### src/rtl/cpu_ctrl_pkg.sv
// Shared CPU controller definitions: opcode width, IR field layout, fetch defaults, opcode constants.
// Latency: none (constants only).
// Backpressure: none (constants only).
package cpu_ctrl_pkg;

    // Instruction word layout, MSB first: {opCode[4:0], D, operand[PC_W-1:0]}
    localparam int OPC_W = 5;

    // Defaults for the fetch stage
    localparam int          PC_W_DEF      = 8;
    localparam logic [7:0]  RESET_VEC_DEF = 8'h00;

    // Opcodes shared with the Controller
    localparam logic [OPC_W-1:0] OP_MOVLA = 5'b00000;
    localparam logic [OPC_W-1:0] OP_JZ    = 5'b10110;

    // Full instruction width for a given program counter width
    function automatic int ir_width(input int pc_w);
        return OPC_W + 1 + pc_w;
    endfunction

endpackage

### src/rtl/ret_stack.sv
// Return-address LIFO with stack pointer, full/empty flags and a sticky misuse flag.
// Latency: push/pop take effect at the clock edge; top/flags reflect the new state the next cycle.
// Backpressure: none; push-when-full and pop-when-empty are dropped and set err.
module ret_stack #(
    parameter int DEPTH = 4,
    parameter int W     = 8
) (
    input  logic         clk,
    input  logic         rst_n,
    input  logic         push,
    input  logic         pop,
    input  logic [W-1:0] din,
    output logic [W-1:0] top,
    output logic         empty,
    output logic         full,
    output logic         err
);

    localparam int AW   = $clog2(DEPTH);
    localparam int SP_W = AW + 1;

    logic [W-1:0]    mem [DEPTH];
    logic [SP_W-1:0] sp;
    logic [AW-1:0]   wr_idx;
    logic [AW-1:0]   rd_idx;

    // sp counts entries; low bits address the next free slot, wrapping to 0 when full
    assign wr_idx = sp[AW-1:0];
    assign rd_idx = wr_idx - 1'b1;
    assign top    = mem[rd_idx];
    assign empty  = (sp == '0);
    assign full   = (sp == SP_W'(DEPTH));

    // Stack pointer and sticky error; a push in the same cycle as a pop wins and the pop is ignored
    always_ff @(posedge clk or negedge rst_n) begin
        if (!rst_n) begin
            sp  <= '0;
            err <= 1'b0;
        end else if (push) begin
            if (full) err <= 1'b1;
            else      sp  <= sp + 1'b1;
        end else if (pop) begin
            if (empty) err <= 1'b1;
            else       sp  <= sp - 1'b1;
        end
    end

    // Entry storage; contents are don't-care until written, so no reset
    always_ff @(posedge clk) begin
        if (push && !full) mem[wr_idx] <= din;
    end

endmodule

### src/rtl/pc_ir_fetch.sv
// Fetch stage: program counter plus instruction register split into opCode/D/operand; optional return stack (RET_STACK_EN).
// Latency: PC and IR fields update one cycle after the strobe edge; all outputs are register bits.
// Backpressure: none; strobes are level enables acted on once per cycle, CALL > RET > LOAD > INC > hold.
module pc_ir_fetch
    import cpu_ctrl_pkg::*;
#(
    parameter int              PC_W        = PC_W_DEF,
    parameter logic [PC_W-1:0] RESET_VEC   = PC_W'(RESET_VEC_DEF),
    parameter int              STACK_DEPTH = 4
) (
    input  logic                    CLK,
    input  logic                    Reset_in,
    input  logic                    PC_INC,
    input  logic                    PC_LOAD,
    input  logic                    IR_WR_CLK,
    input  logic [OPC_W+PC_W:0]     instr_in,
    output logic [PC_W-1:0]         PC,
    output logic [OPC_W-1:0]        opCode,
    output logic                    D,
    output logic [PC_W-1:0]         operand,
    output logic                    ir_valid
`ifdef RET_STACK_EN
    ,
    input  logic                    CALL_PUSH,
    input  logic                    RET_POP,
    output logic                    stack_empty,
    output logic                    stack_full,
    output logic                    stack_err
`endif
);

    localparam int IR_W = ir_width(PC_W);

    if (STACK_DEPTH < 2 || (STACK_DEPTH & (STACK_DEPTH - 1)) != 0) begin : g_bad_depth
        $error("pc_ir_fetch: STACK_DEPTH must be a power of two and at least 2");
    end

    logic [IR_W-1:0] ir;
    logic [PC_W-1:0] pc_nxt;

    assign opCode  = ir[PC_W+OPC_W:PC_W+1];
    assign D       = ir[PC_W];
    assign operand = ir[PC_W-1:0];

`ifdef RET_STACK_EN
    logic [PC_W-1:0] stk_top;

    // PC pushed here is already past the CALL instruction
    ret_stack #(
        .DEPTH (STACK_DEPTH),
        .W     (PC_W)
    ) u_ret_stack (
        .clk   (CLK),
        .rst_n (Reset_in),
        .push  (CALL_PUSH),
        .pop   (RET_POP),
        .din   (PC),
        .top   (stk_top),
        .empty (stack_empty),
        .full  (stack_full),
        .err   (stack_err)
    );
`endif

    // Next-PC priority mux; jump targets use the operand held before this edge
    always_comb begin
        pc_nxt = PC;
`ifdef RET_STACK_EN
        if (CALL_PUSH) begin
            pc_nxt = operand;
        end else if (RET_POP) begin
            if (!stack_empty) pc_nxt = stk_top;
        end else
`endif
        if (PC_LOAD) begin
            pc_nxt = operand;
        end else if (PC_INC) begin
            pc_nxt = PC + 1'b1;
        end
    end

    // Program counter register
    always_ff @(posedge CLK or negedge Reset_in) begin
        if (!Reset_in) PC <= RESET_VEC;
        else           PC <= pc_nxt;
    end

    // Instruction register; ir_valid stays set from the first capture until reset
    always_ff @(posedge CLK or negedge Reset_in) begin
        if (!Reset_in) begin
            ir       <= '0;
            ir_valid <= 1'b0;
        end else if (IR_WR_CLK) begin
            ir       <= instr_in;
            ir_valid <= 1'b1;
        end
    end

endmodule

### config.mk
export PLATFORM = sky130hd
export DESIGN_NAME = pc_ir_fetch
export DESIGN_NICKNAME = d
export VERILOG_FILES = /design/src/rtl/cpu_ctrl_pkg.sv /design/src/rtl/ret_stack.sv /design/src/rtl/pc_ir_fetch.sv
export SDC_FILE = /design/constraint.sdc
export NUM_CORES = 1
export LEC_CHECK = 0
export CORE_MARGIN = 10
export CORE_UTILIZATION = 44
export CTS_CLUSTER_DIAMETER = 200
export DETAILED_ROUTE_END_ITERATION = 8
export PLACE_DENSITY = 0.82
export SYNTH_ARGS = -nofsm -noshare
export SYNTH_HDL_FRONTEND = slang
export SYNTH_SLANG_ARGS = --single-unit
### constraint.sdc
create_clock -name CLK -period 2.6 [get_ports CLK]
set_input_delay 0.52 -clock CLK [delete_from_list [all_inputs] [get_ports CLK]]
set_output_delay 0.52 -clock CLK [all_outputs]
set_load 0.1 [all_outputs]
Yosys cells after proc, flatten, opt, wreduce, memory -nomap -nowiden
Index checks and enable logic that the tools add are counted.

word-level totals
  register bits after elaboration = 23
  latch bits = 0
  bits in writable memories = 0
  memory bits (read-only) = 0
  input bits = 19
  output and inout port bits = 23
  word-level logic and storage cells = 7
  memories kept = 0

operators by class
  add/subtract/negate cells = 1
  $mul = 0
  divide/modulo/power cells = 0
  magnitude comparators = 0
  equality and inequality tests = 0
  shifts and indexed selects = 0
  muxes and demuxes = 2
  bitwise gates (word level) = 0
  reductions and logical operators = 1

operator list
  cell                   count
  $mux W8                2
  $add A8 B1 Y8 const B  1
  $reduce_bool A2 Y1     1

Longest topological paths before layout
Gate-level depths: netlist (run 1).

  depth after elaboration = 3
  mapped depth = 4
  mapped depth without buffers = 4

Worst setup path before layout (run 1)
OpenSTA, ideal clock, no wires.

  path type = reg2reg
  start = register PC[0]
  end = register PC[6]
  library setup time = 69 ps
  arrival time = 1950 ps
  required time = 2531 ps
  setup slack = 581 ps
  stages on the path, launching flop included = 5
  path buffers = 0
  period minus slack after synthesis = 2019 ps
  path through = dfrtp_1 -> ha_1 -> nand3_1 -> or4_1 -> nand3_1

between the ends
  longest elaborated chain between the ends = 3

ends and longest elaborated chain
  what                    line               RTL
  start, declared         pc_ir_fetch.sv:17  output logic [PC_W-1:0] PC,
  start signal, assigned  pc_ir_fetch.sv:85  else PC <= pc_nxt;
  $add A8 B1 Y8           pc_ir_fetch.sv:78  pc_nxt = PC + 1'b1;
  $mux W8                 pc_ir_fetch.sv:77  end else if (PC_INC) begin
  $mux W8                 pc_ir_fetch.sv:75  if (PC_LOAD) begin

Every way passes these cells. The select of a mux whose other input is x is not followed.
A chain may end at the register's enable or synchronous reset.

Final worst setup path (run 1)
  start = input port PC_INC
  end = register PC[7]

between the ends
  longest elaborated chain between the ends = 1

ends and longest elaborated chain
  what                          line               RTL
  start, declared               pc_ir_fetch.sv:13  input logic PC_INC,
  $reduce_bool A2 Y1 (no line)  -

Every way passes these cells.

==> results of run 1 <==
[final cells by class]
cell class	instances	share of cell area, %
timing repair buffer	43	26.2
sequential	23	41.0
multi-input combinational	53	28.4
clock buffer	4	1.87
tap	28	2.50
[worst reg2reg max path: stages, from the launching register on]
cell and delay (ns):
dfrtp_1 0.46, ha_1 0.24, nand3_1 0.10, or4_1 0.49, nand3_1 0.09
[placed cells by master (no fill, tap or decap), types with 5 or more instances in the layout]
cell type	netlist	layout
dfrtp_1	23	23
mux2_2	11	11
nand3_1	5	5
clkdlybuf4s50_1	0	18
nand2_1	10	10
buf_4	1	25
o21ai_0	5	5
[layer usage]
metal  vias up  GRT usage [%]
met5         -              0
met4         0           6.15
met3         4           3.97
met2        31           19.1
met1       376           11.5
li1        364              -
[synth_stat cells]
master    count  share of area (%)
buf_4         1               0.75
ha_1          1                1.3
mux2_1        3                3.4
buf_2         1               0.50
xnor2_1       1               0.88
nand3_1       5                2.5
o21ai_0       5                2.5
nand4_1       2                1.3
dfrtp_1      23                 58
nand2_1      10                3.8
nor2b_1       3                1.9
or2_1         1               0.63
mux2_2       11                 12
xor2_1        3                2.6
nand4_4       1                2.1
mux2i_1       1                1.0
or4_1         3                2.3
o21ai_1       3                1.5
clkbuf_1      3                1.1
[sequential cells by signal, summed over array words and instances, names as in the netlist]
register	flops
ir	14
ir_valid	1
PC	8
[stage by stage]
stage / total power, mW / utilization, % / area [µm²] / hold slack, ns
final: 1.08 / 64.1 / 1400 / 0.488
after global routing: 1.13 / 64.1 / 1400 / 0.510
after CTS: 1.09 / 64.1 / 1400 / 0.490
after detailed placement: 0.926 / 62.9 / 1380 / 0.457
after global placement: 0.919 / 62.9 / 1380 / 0.454
after floorplan: 0.800 / - / 998 / 0.224
[where the power goes]
part | leakage, nW | switching [mW] | internal (mW) | total, mW
clock network | 0.0150 | 0.102 | 0.0599 | 0.162
logic | 0.327 | 0.362 | 0.115 | 0.477
registers | 0.270 | 0.0415 | 0.397 | 0.439
total | 0.612 | 0.505 | 0.572 | 1.08
[kinds of logic (layout without fill, tap and decap cells)]
group,after synthesis,after routing,synth area share (%)
adder cells (fa/ha/maj),1,1,1.25
multiplexers,15,15,16.8
AO/OA/AOI/OAI,8,8,4.01
flip-flops,23,23,57.6
AND/OR/NAND/NOR,25,25,14.4
XOR/XNOR,4,4,3.51
buffers and inverters,5,47,2.38
[worst paths after layout]
check	endpoint	cells after the start	slack, ns	from
worst min-delay path	ir_valid	1	0.49	ir_valid
min in group asynchronous	ir[10]	2	0.54	Reset_in
worst max register to register	PC[6]	4	1.17	PC[0]
max in group asynchronous	ir[11]	2	1.82	Reset_in
worst min register to register	ir_valid	1	0.49	ir_valid
worst max-delay path	PC[7]	4	0.94	PC_INC
==> reports/qor.txt, run 1 <==
largest net degree at the start of global routing = 24
die width = 67.6 µm
Final ANT Viol Nets = 0
Post-CTS Setup Inserts = 0
die area = 4570 µm²
pins over their slew limit = 0
vias = 775
crit-path leading delay family = simple AND/OR/NAND/NOR gates
Hold Crit Class = reg2reg
PwrDens = 767 nW/µm²
Max Freq = 0.602 GHz
Final nets = 144
arrival time worst endpoint = 1.92 ns
DP Cell Count = 147
leakage power = 0.612 nW
CTS buffer count = 3
Total GRT Usage = 11.1%
Syn Std Cell Area = 998 µm²
CTS Sinks = 23
register bit total from synthesis = 23
min Tclk post-route = 1.66 ns
CTS root buffer = clkbuf_4
vias in the first global route = 798
Worst IR Drop VDD = 0.493 mV
WS Path Type = in2reg
area of the multi-input gates = 399 µm²
share of cells above drive strength 1 = 32.5%
# rows = 17
Tightest Pin Transition = 0.641 ns
initial core utilization = 45.6%
vias per cell = 5.13
Fill cells = 185
post-synthesis instance total = 81
Layout area overhead = 40.6%
dpl hpwl = 1.90 mm
Max Used Layer = met4
crit-path cells = clkdlybuf4s50_1, nand4_4, or4_1, nand3_1
met3 wire length = 232 µm
Routed met1 length = 899 µm
Port-buffer cells = 41
net count after synthesis = 101
GR Overflow Total = 0
DP Worst Slack = 0.611 ns
chip height = 67.6 µm
# diodes = 0
status = complete, no violations
Crit path largest cell delay = 0.65 ns
Yosys cell types = 19
crit start category = input pin
initial antenna violation count = 0
max_slew headroom = 57.1%
Skew-Pair Late Insertion Delay = 0.31 ns
CTS clk-pin slew, worst paths = 0.12 ns
num ports = 42
fin cells = 151
H-Tree Depth = 1
TNS Setup = 0 ns
met2 wire len = 1.20 mm
CP max FO = 6
max-cap violation count = 0
cell type of the slowest stage on the worst timing path = clkdlybuf4s50_1
RSZ-0062 raised after global routing = false
Fin Clk Skew = 0.00808 ns
critical path data required time = 2.86 ns
Seq. cell area = 576 µm²
register area share after synthesis = 57.6%
remaining routing DRC violations = 0
DRT Wirelength = 2.38 mm
Initial DRC Count = 47
CTS tree = yes
final setup vio count = 0
Final period util = 63.9%
hold_buf cts = 0
drt pass-1 iters = 4
crit path setup slack, layout = 0.938 ns
post-cts sizing count = 0
core footprint = 2190 µm²
Yosys Warn Count = 0
syn_area_per_cell = 12.3 µm²
first-pass GRT wire length = 3.86 mm
CP endpoint kind = flip-flop
buffer depth of the longest clock path = 2
WL per Instance = 15.7 µm
Final Hold Vio Count = 0
WP buf/inv = 1
RD Place Congestion = 0.721
No activity file was read; power rests on OpenSTA's default activity.
==> run 2: changes to the inputs <==
--- a/config.mk
+++ b/config.mk
@@ -6,10 +6,10 @@
 export NUM_CORES = 1
 export LEC_CHECK = 0
 export CORE_MARGIN = 10
-export CORE_UTILIZATION = 44
+export CORE_UTILIZATION = 41
 export CTS_CLUSTER_DIAMETER = 200
 export DETAILED_ROUTE_END_ITERATION = 8
-export PLACE_DENSITY = 0.82
+export PLACE_DENSITY = 0.78
 export SYNTH_ARGS = -nofsm -noshare
 export SYNTH_HDL_FRONTEND = slang
 export SYNTH_SLANG_ARGS = --single-unit
==> constraint.sdc (replaced) <==
create_clock -name CLK -period 1.6 [get_ports CLK]
set_input_delay 0.32 -clock CLK [delete_from_list [all_inputs] [get_ports CLK]]
set_output_delay 0.32 -clock CLK [all_outputs]
set_load 0.1 [all_outputs]
==> run 2 against run 1 <==
Critical path depth unchanged. Non-clock buffer count is 5 higher. Register-to-register slack lost 0.95 ns. Wire length grew 7.7%.
==> reports/qor.txt, run 2 (synthesis results as in run 1) <==
hold_buf cts = 0 (unchanged)
Fin Clk Skew = 0.00220 ns (-0.00587 ns)
chip height = 69.4 µm (+2.5%)
commonest non-fill, non-tap cell in the layout = buf_12
die area = 4810 µm² (+5.1%)
first-pass GRT wire length = 4.35 mm (+13%)
pins over their slew limit = 0 (unchanged)
Port-buffer cells = 41 (unchanged)
RD Place Congestion = 0.684 (-5.1%)
Worst setup startpoint = PC[0]
share of cells above drive strength 1 = 39.8% (+7.3 points)
remaining routing DRC violations = 0 (unchanged)
core footprint = 2280 µm² (+3.9%)
max_slew headroom = 80.6% (+23 points)
power share of the sequential group = 38.2% (-2.5 points)
dpl hpwl = 2.06 mm (+8.5%)
max reg flops = 14 (unchanged)
Post-CTS Setup Inserts = 0 (unchanged)
crit start category = flip-flop
CTS tree = yes
WS Path Type = reg2reg
net switching power figure = 0.865 mW (+71%)
DRT Wirelength = 2.56 mm (+7.7%)
RR Endpoint = PC[6]
most frequent cells in the layout = buf_12, clkdlybuf4s50_1, dfrtp_1, mux2_2, nand2_1
arrival time worst endpoint = 1.63 ns (-0.29 ns)
Top Registers = ir: 14 flops, PC: 8 flops, ir_valid: 1 flops
initial antenna violation count = 0 (unchanged)
crit path setup slack, layout = 0.222 ns (-0.716 ns)
Final Hold Vio Count = 0 (unchanged)
GR Overflow Total = 0 (unchanged)
RR Startpoint = PC[0]
Tightest Pin Transition = 0.292 ns (-0.349 ns)
Worst IR Drop VDD = 0.890 mV (+81%)
Total GRT Usage = 10.6% (-0.46 points)
CTS root buffer = clkbuf_4
Final ANT Viol Nets = 0 (unchanged)
CTS clk-pin slew, worst paths = 0.12 ns (about the same)
DP Cell Count = 152 (+3.4%)
CP endpoint kind = flip-flop
vias per cell = 5.13 (about the same)
Biggest register = ir
RSZ-0062 raised after global routing = false
leakage power = 0.737 nW (+20%)
H-Tree Depth = 1 (unchanged)
die width = 69.4 µm (+2.5%)
Max Freq = 0.725 GHz
vias in the first global route = 916 (+15%)
critical path data required time = 1.85 ns (-1.01 ns)
max-cap violation count = 0 (unchanged)
status = complete, no violations
Final period util = 86.2%
num ports = 42 (unchanged)
Switching Share = 43.8% (-3.1 points)
Skew-Pair Late Insertion Delay = 0.30 ns (about the same)
buffer depth of the longest clock path = 2 (unchanged)
Pint = 1.11 mW (+94%)
largest net degree at the start of global routing = 24 (unchanged)
FF-to-FF path depth = 4 (unchanged)
fin cells = 156 (+3.3%)
# diodes = 0 (unchanged)
final setup vio count = 0 (unchanged)
Clk network pwr share = 13.4% (-1.6 points)
# rows = 17 (unchanged)
combinational power share = 48.4% (+4.1 points)
initial core utilization = 43.9% (-1.7 points)
PwrDens = 1130 nW/µm² (+47%)
worst setup path end = PC[6]
reg2reg setup slack = 0.22 ns (-0.95 ns)
Final nets = 149 (+3.5%)
min Tclk post-route = 1.38 ns
Layout area overhead = 75.2%
DP Worst Slack = -0.0519 ns (-0.663 ns)
WL per Instance = 16.4 µm (+4.2%)
post-cts sizing count = 0 (unchanged)
Initial DRC Count = 51 (+8.5%)
Hold Crit Class = in2async
drt pass-1 iters = 4 (unchanged)
CP max FO = 4 (-2)
CTS Sinks = 23 (unchanged)
vias = 801 (+3.4%)
CTS buffer count = 3 (unchanged)
[run 2: cell types whose count changed in the layout (fill, tap and decap cells not counted), sizes merged]
cell / previous run / this run
buf: 25 / 30
[run 2: how the worst min path moves through the flow]
stage,to,slack [ns],cells after the start
final,ir[10],0.35,2
after global routing,ir[2],0.36,2
after CTS,ir[10],0.36,2
after detailed placement,ir_valid,0.52,1
after global placement,ir_valid,0.51,1
after floorplan,PC[0],0.02,0
[run 2: per-stage QoR]
step / TNS [ns] / cell area (µm²) / utilization [%] / power [mW] / hold WS [ns]
floorplan: -0.133 / 1010 / - / 1.30 / 0.0244
global placement: -0.0200 / 1720 / 75.7 / 1.72 / 0.512
detailed placement: -0.0753 / 1720 / 75.7 / 1.73 / 0.517
CTS: 0 / 1750 / 76.9 / 2.00 / 0.357
global route: 0 / 1750 / 76.9 / 2.06 / 0.356
finish: 0 / 1750 / 76.9 / 1.98 / 0.352
[run 2: area by class of cell]
class	instances	area (µm²)
timing repair buffer	48	706
sequential	23	583
fill	128	527
multi-input combinational	53	399
tap	28	35.0
clock buffer	4	26.3
[run 2: routing by layer]
metal  part of all wire (%)  vias up  GRT usage, %
li1                       -      373             -
met1                     40      399          11.4
met2                     48       27          16.9
met3                     12        2          7.42
met4                   0.31        0          2.00
met5                      0        -             0
[run 2: worst max-delay path, stage by stage, from the launching register on]
cell     delay, ns
dfrtp_2       0.46
ha_1          0.21
nand3_1       0.09
or4_1         0.47
nand3_1       0.10
[run 2: power groups by stage]
stage,Combinational (mW),Clock [mW],Sequential [mW]
after floorplan,0.108,0,1.20
after global placement,0.955,0,0.762
after detailed placement,0.962,0,0.767
after CTS,0.965,0.276,0.755
after global routing,0.990,0.305,0.766
final,0.956,0.265,0.755
==> run 3: changes to the inputs <==
--- a/config.mk
+++ b/config.mk
@@ -9,6 +9,7 @@
 export CORE_UTILIZATION = 41
 export CTS_CLUSTER_DIAMETER = 200
 export DETAILED_ROUTE_END_ITERATION = 8
+export HOLD_SLACK_MARGIN = 0.02
 export PLACE_DENSITY = 0.78
 export SYNTH_ARGS = -nofsm -noshare
 export SYNTH_HDL_FRONTEND = slang
==> constraint.sdc (replaced) <==
create_clock -name CLK -period 1.55 [get_ports CLK]
set_input_delay 0.31 -clock CLK [delete_from_list [all_inputs] [get_ports CLK]]
set_output_delay 0.31 -clock CLK [all_outputs]
set_load 0.1 [all_outputs]
==> run 3 against run 2 <==
Power grew 3.5%. First-iteration DRC count is 2.0% lower. Register-to-register slack lost 0.04 ns. Fmax increased by 0.43%. Critical endpoint unchanged. Hold slack lost 0.012 ns.
==> reports/qor.txt, run 3 (synthesis results as in run 1) <==
share of cells above drive strength 1 = 40.3% (+0.47 points)
core footprint = 2280 µm² (unchanged)
gr busiest metal = met2
Crit path top cell by count = nand3_1
Final period util = 88.5% (+2.4 points)
first-pass GRT wire length = 4.49 mm (+3.2%)
most frequent cells in the layout = buf_12, clkdlybuf4s50_1, dfrtp_1, mux2_2, nand2_1
Skew-Pair Late Insertion Delay = 0.30 ns (about the same)
DP Worst Slack = -0.0969 ns (-0.0449 ns)
die area = 4810 µm² (unchanged)
vias in the first global route = 938 (+2.4%)
crit path setup slack, layout = 0.177 ns (-0.0441 ns)
Overall Power = 2.04 mW (+3.5%)
# rows = 17 (unchanged)
arrival time worst endpoint = 1.61 ns (-0.02 ns)
fin area = 1760 µm² (+0.43%)
final setup vio count = 0 (unchanged)
commonest non-fill, non-tap cell in the layout = buf_12
num ports = 42 (unchanged)
final core utilization = 77.2% (+0.33 points)
chip height = 69.4 µm (unchanged)
RD Place Congestion = 0.679 (-0.83%)
Fill cells = 143 (+12%)
Placed Instance Area = 1730 µm² (+0.44%)
Total GRT Usage = 11.1% (+0.41 points)
Layout area overhead = 75.9%
buffer depth of the longest clock path = 2 (unchanged)
CP endpoint kind = flip-flop
CTS clk-pin slew, worst paths = 0.12 ns (about the same)
CP max FO = 4 (unchanged)
Post-CTS Setup Inserts = 0 (unchanged)
crit start category = flip-flop
max-cap violation count = 0 (unchanged)
Max Freq = 0.729 GHz (+0.43%)
die width = 69.4 µm (unchanged)
WS Path Type = reg2reg
drt pass-1 iters = 6 (+2)
CTS tree = yes
CTS buffer count = 3 (unchanged)
# diodes = 0 (unchanged)
pins over their slew limit = 0 (unchanged)
H-Tree Depth = 1 (unchanged)
Top Registers = ir: 14 flops, PC: 8 flops, ir_valid: 1 flops
CTS Sinks = 23 (unchanged)
max_slew headroom = 80.6% (about the same)
M3 GR Usage = 6.70% (-0.71 points)
initial core utilization = 43.9% (unchanged)
Worst IR Drop VDD = 0.805 mV (-9.6%)
max reg flops = 14 (unchanged)
Final Hold Vio Count = 0 (unchanged)
Fin Clk Skew = 0.00421 ns (+0.00201 ns)
post-cts sizing count = 0 (unchanged)
vias per cell = 5.15 (+0.36%)
Crit path largest cell delay = 0.47 ns (about the same)
status = complete, no violations
leakage power = 0.742 nW (+0.65%)
grt met2 use = 18.1% (+1.2 points)
crit-path cells = ha_1, nand3_1, or4_1, nand3_1
Final nets = 150 (+0.67%)
cell type of the slowest stage on the worst timing path = or4_1
dpl hpwl = 2.10 mm (+1.8%)
GR Overflow Total = 0 (unchanged)
DRT Wirelength = 2.58 mm (+0.74%)
M1 GR Usage = 11.7% (+0.33 points)
Initial DRC Count = 50 (-2.0%)
initial antenna violation count = 0 (unchanged)
hold_buf cts = 0 (unchanged)
vias = 809 (+1.0%)
CTS root buffer = clkbuf_4
Biggest register = ir
Tightest Pin Transition = 0.292 ns (+0.0000265 ns)
Port-buffer cells = 41 (unchanged)
PwrDens = 1160 nW/µm² (+3.0%)
Hold WS = 0.340 ns (-0.0122 ns)
largest net degree at the start of global routing = 24 (unchanged)
RSZ-0062 raised after global routing = false
Final ANT Viol Nets = 0 (unchanged)
critical path data required time = 1.79 ns (-0.06 ns)
WL per Instance = 16.4 µm (+0.10%)
min Tclk post-route = 1.37 ns (-0.00588 ns)
Hold Crit Class = in2async
remaining routing DRC violations = 0 (unchanged)
-- run 3: critical path: cells and delay by family, from the launching register on --
family | cells | cell delay [ns]
adders and majority gates | 1 | 0.21
DFF | 1 | 0.46
and+or+nand+nor | 3 | 0.65
-- run 3: report_power, final --
part / leakage (nW) / switching [mW] / total (mW) / internal [mW]
combinational: 0.464 / 0.615 / 0.992 / 0.377
sequential: 0.263 / 0.109 / 0.780 / 0.671
clock: 0.0150 / 0.172 / 0.272 / 0.100
-- run 3: final timing paths --
check / start / to / slack (ns) / depth (start not counted)
worst max-delay path: PC[0] / PC[6] / 0.18 / 4
worst min-delay path: Reset_in / ir[10] / 0.34 / 2
worst max register to register: PC[0] / PC[6] / 0.18 / 4
worst min register to register: ir_valid / ir_valid / 0.56 / 1
max in group asynchronous: Reset_in / PC[0] / 0.96 / 2
min in group CLK: ir_valid / ir_valid / 0.56 / 1
-- run 3: area by class of cell --
cell class                 count  area, µm²  share of cell area (%)
tap                           28       35.0                    1.99
sequential                    23        583                    33.2
timing repair buffer          49        713                    40.6
clock buffer                   4       26.3                    1.50
multi-input combinational     53        399                    22.7
-- run 3: through the flow --
stage,std cells,setup TNS (ns)
after floorplan,81,-0.233
after global placement,153,-0.0805
after detailed placement,153,-0.180
after CTS,157,0
after global routing,157,0
final,157,0
-- run 3: layer usage --
metal | share of wire (%) | wire (µm) | vias to the layer above
met4 | 0.62 | 16 | 0
met1 | 39 | 1010 | 395
met2 | 48 | 1230 | 36
met5 | 0 | 0 | -
li1 | - | - | 376
met3 | 12 | 322 | 2
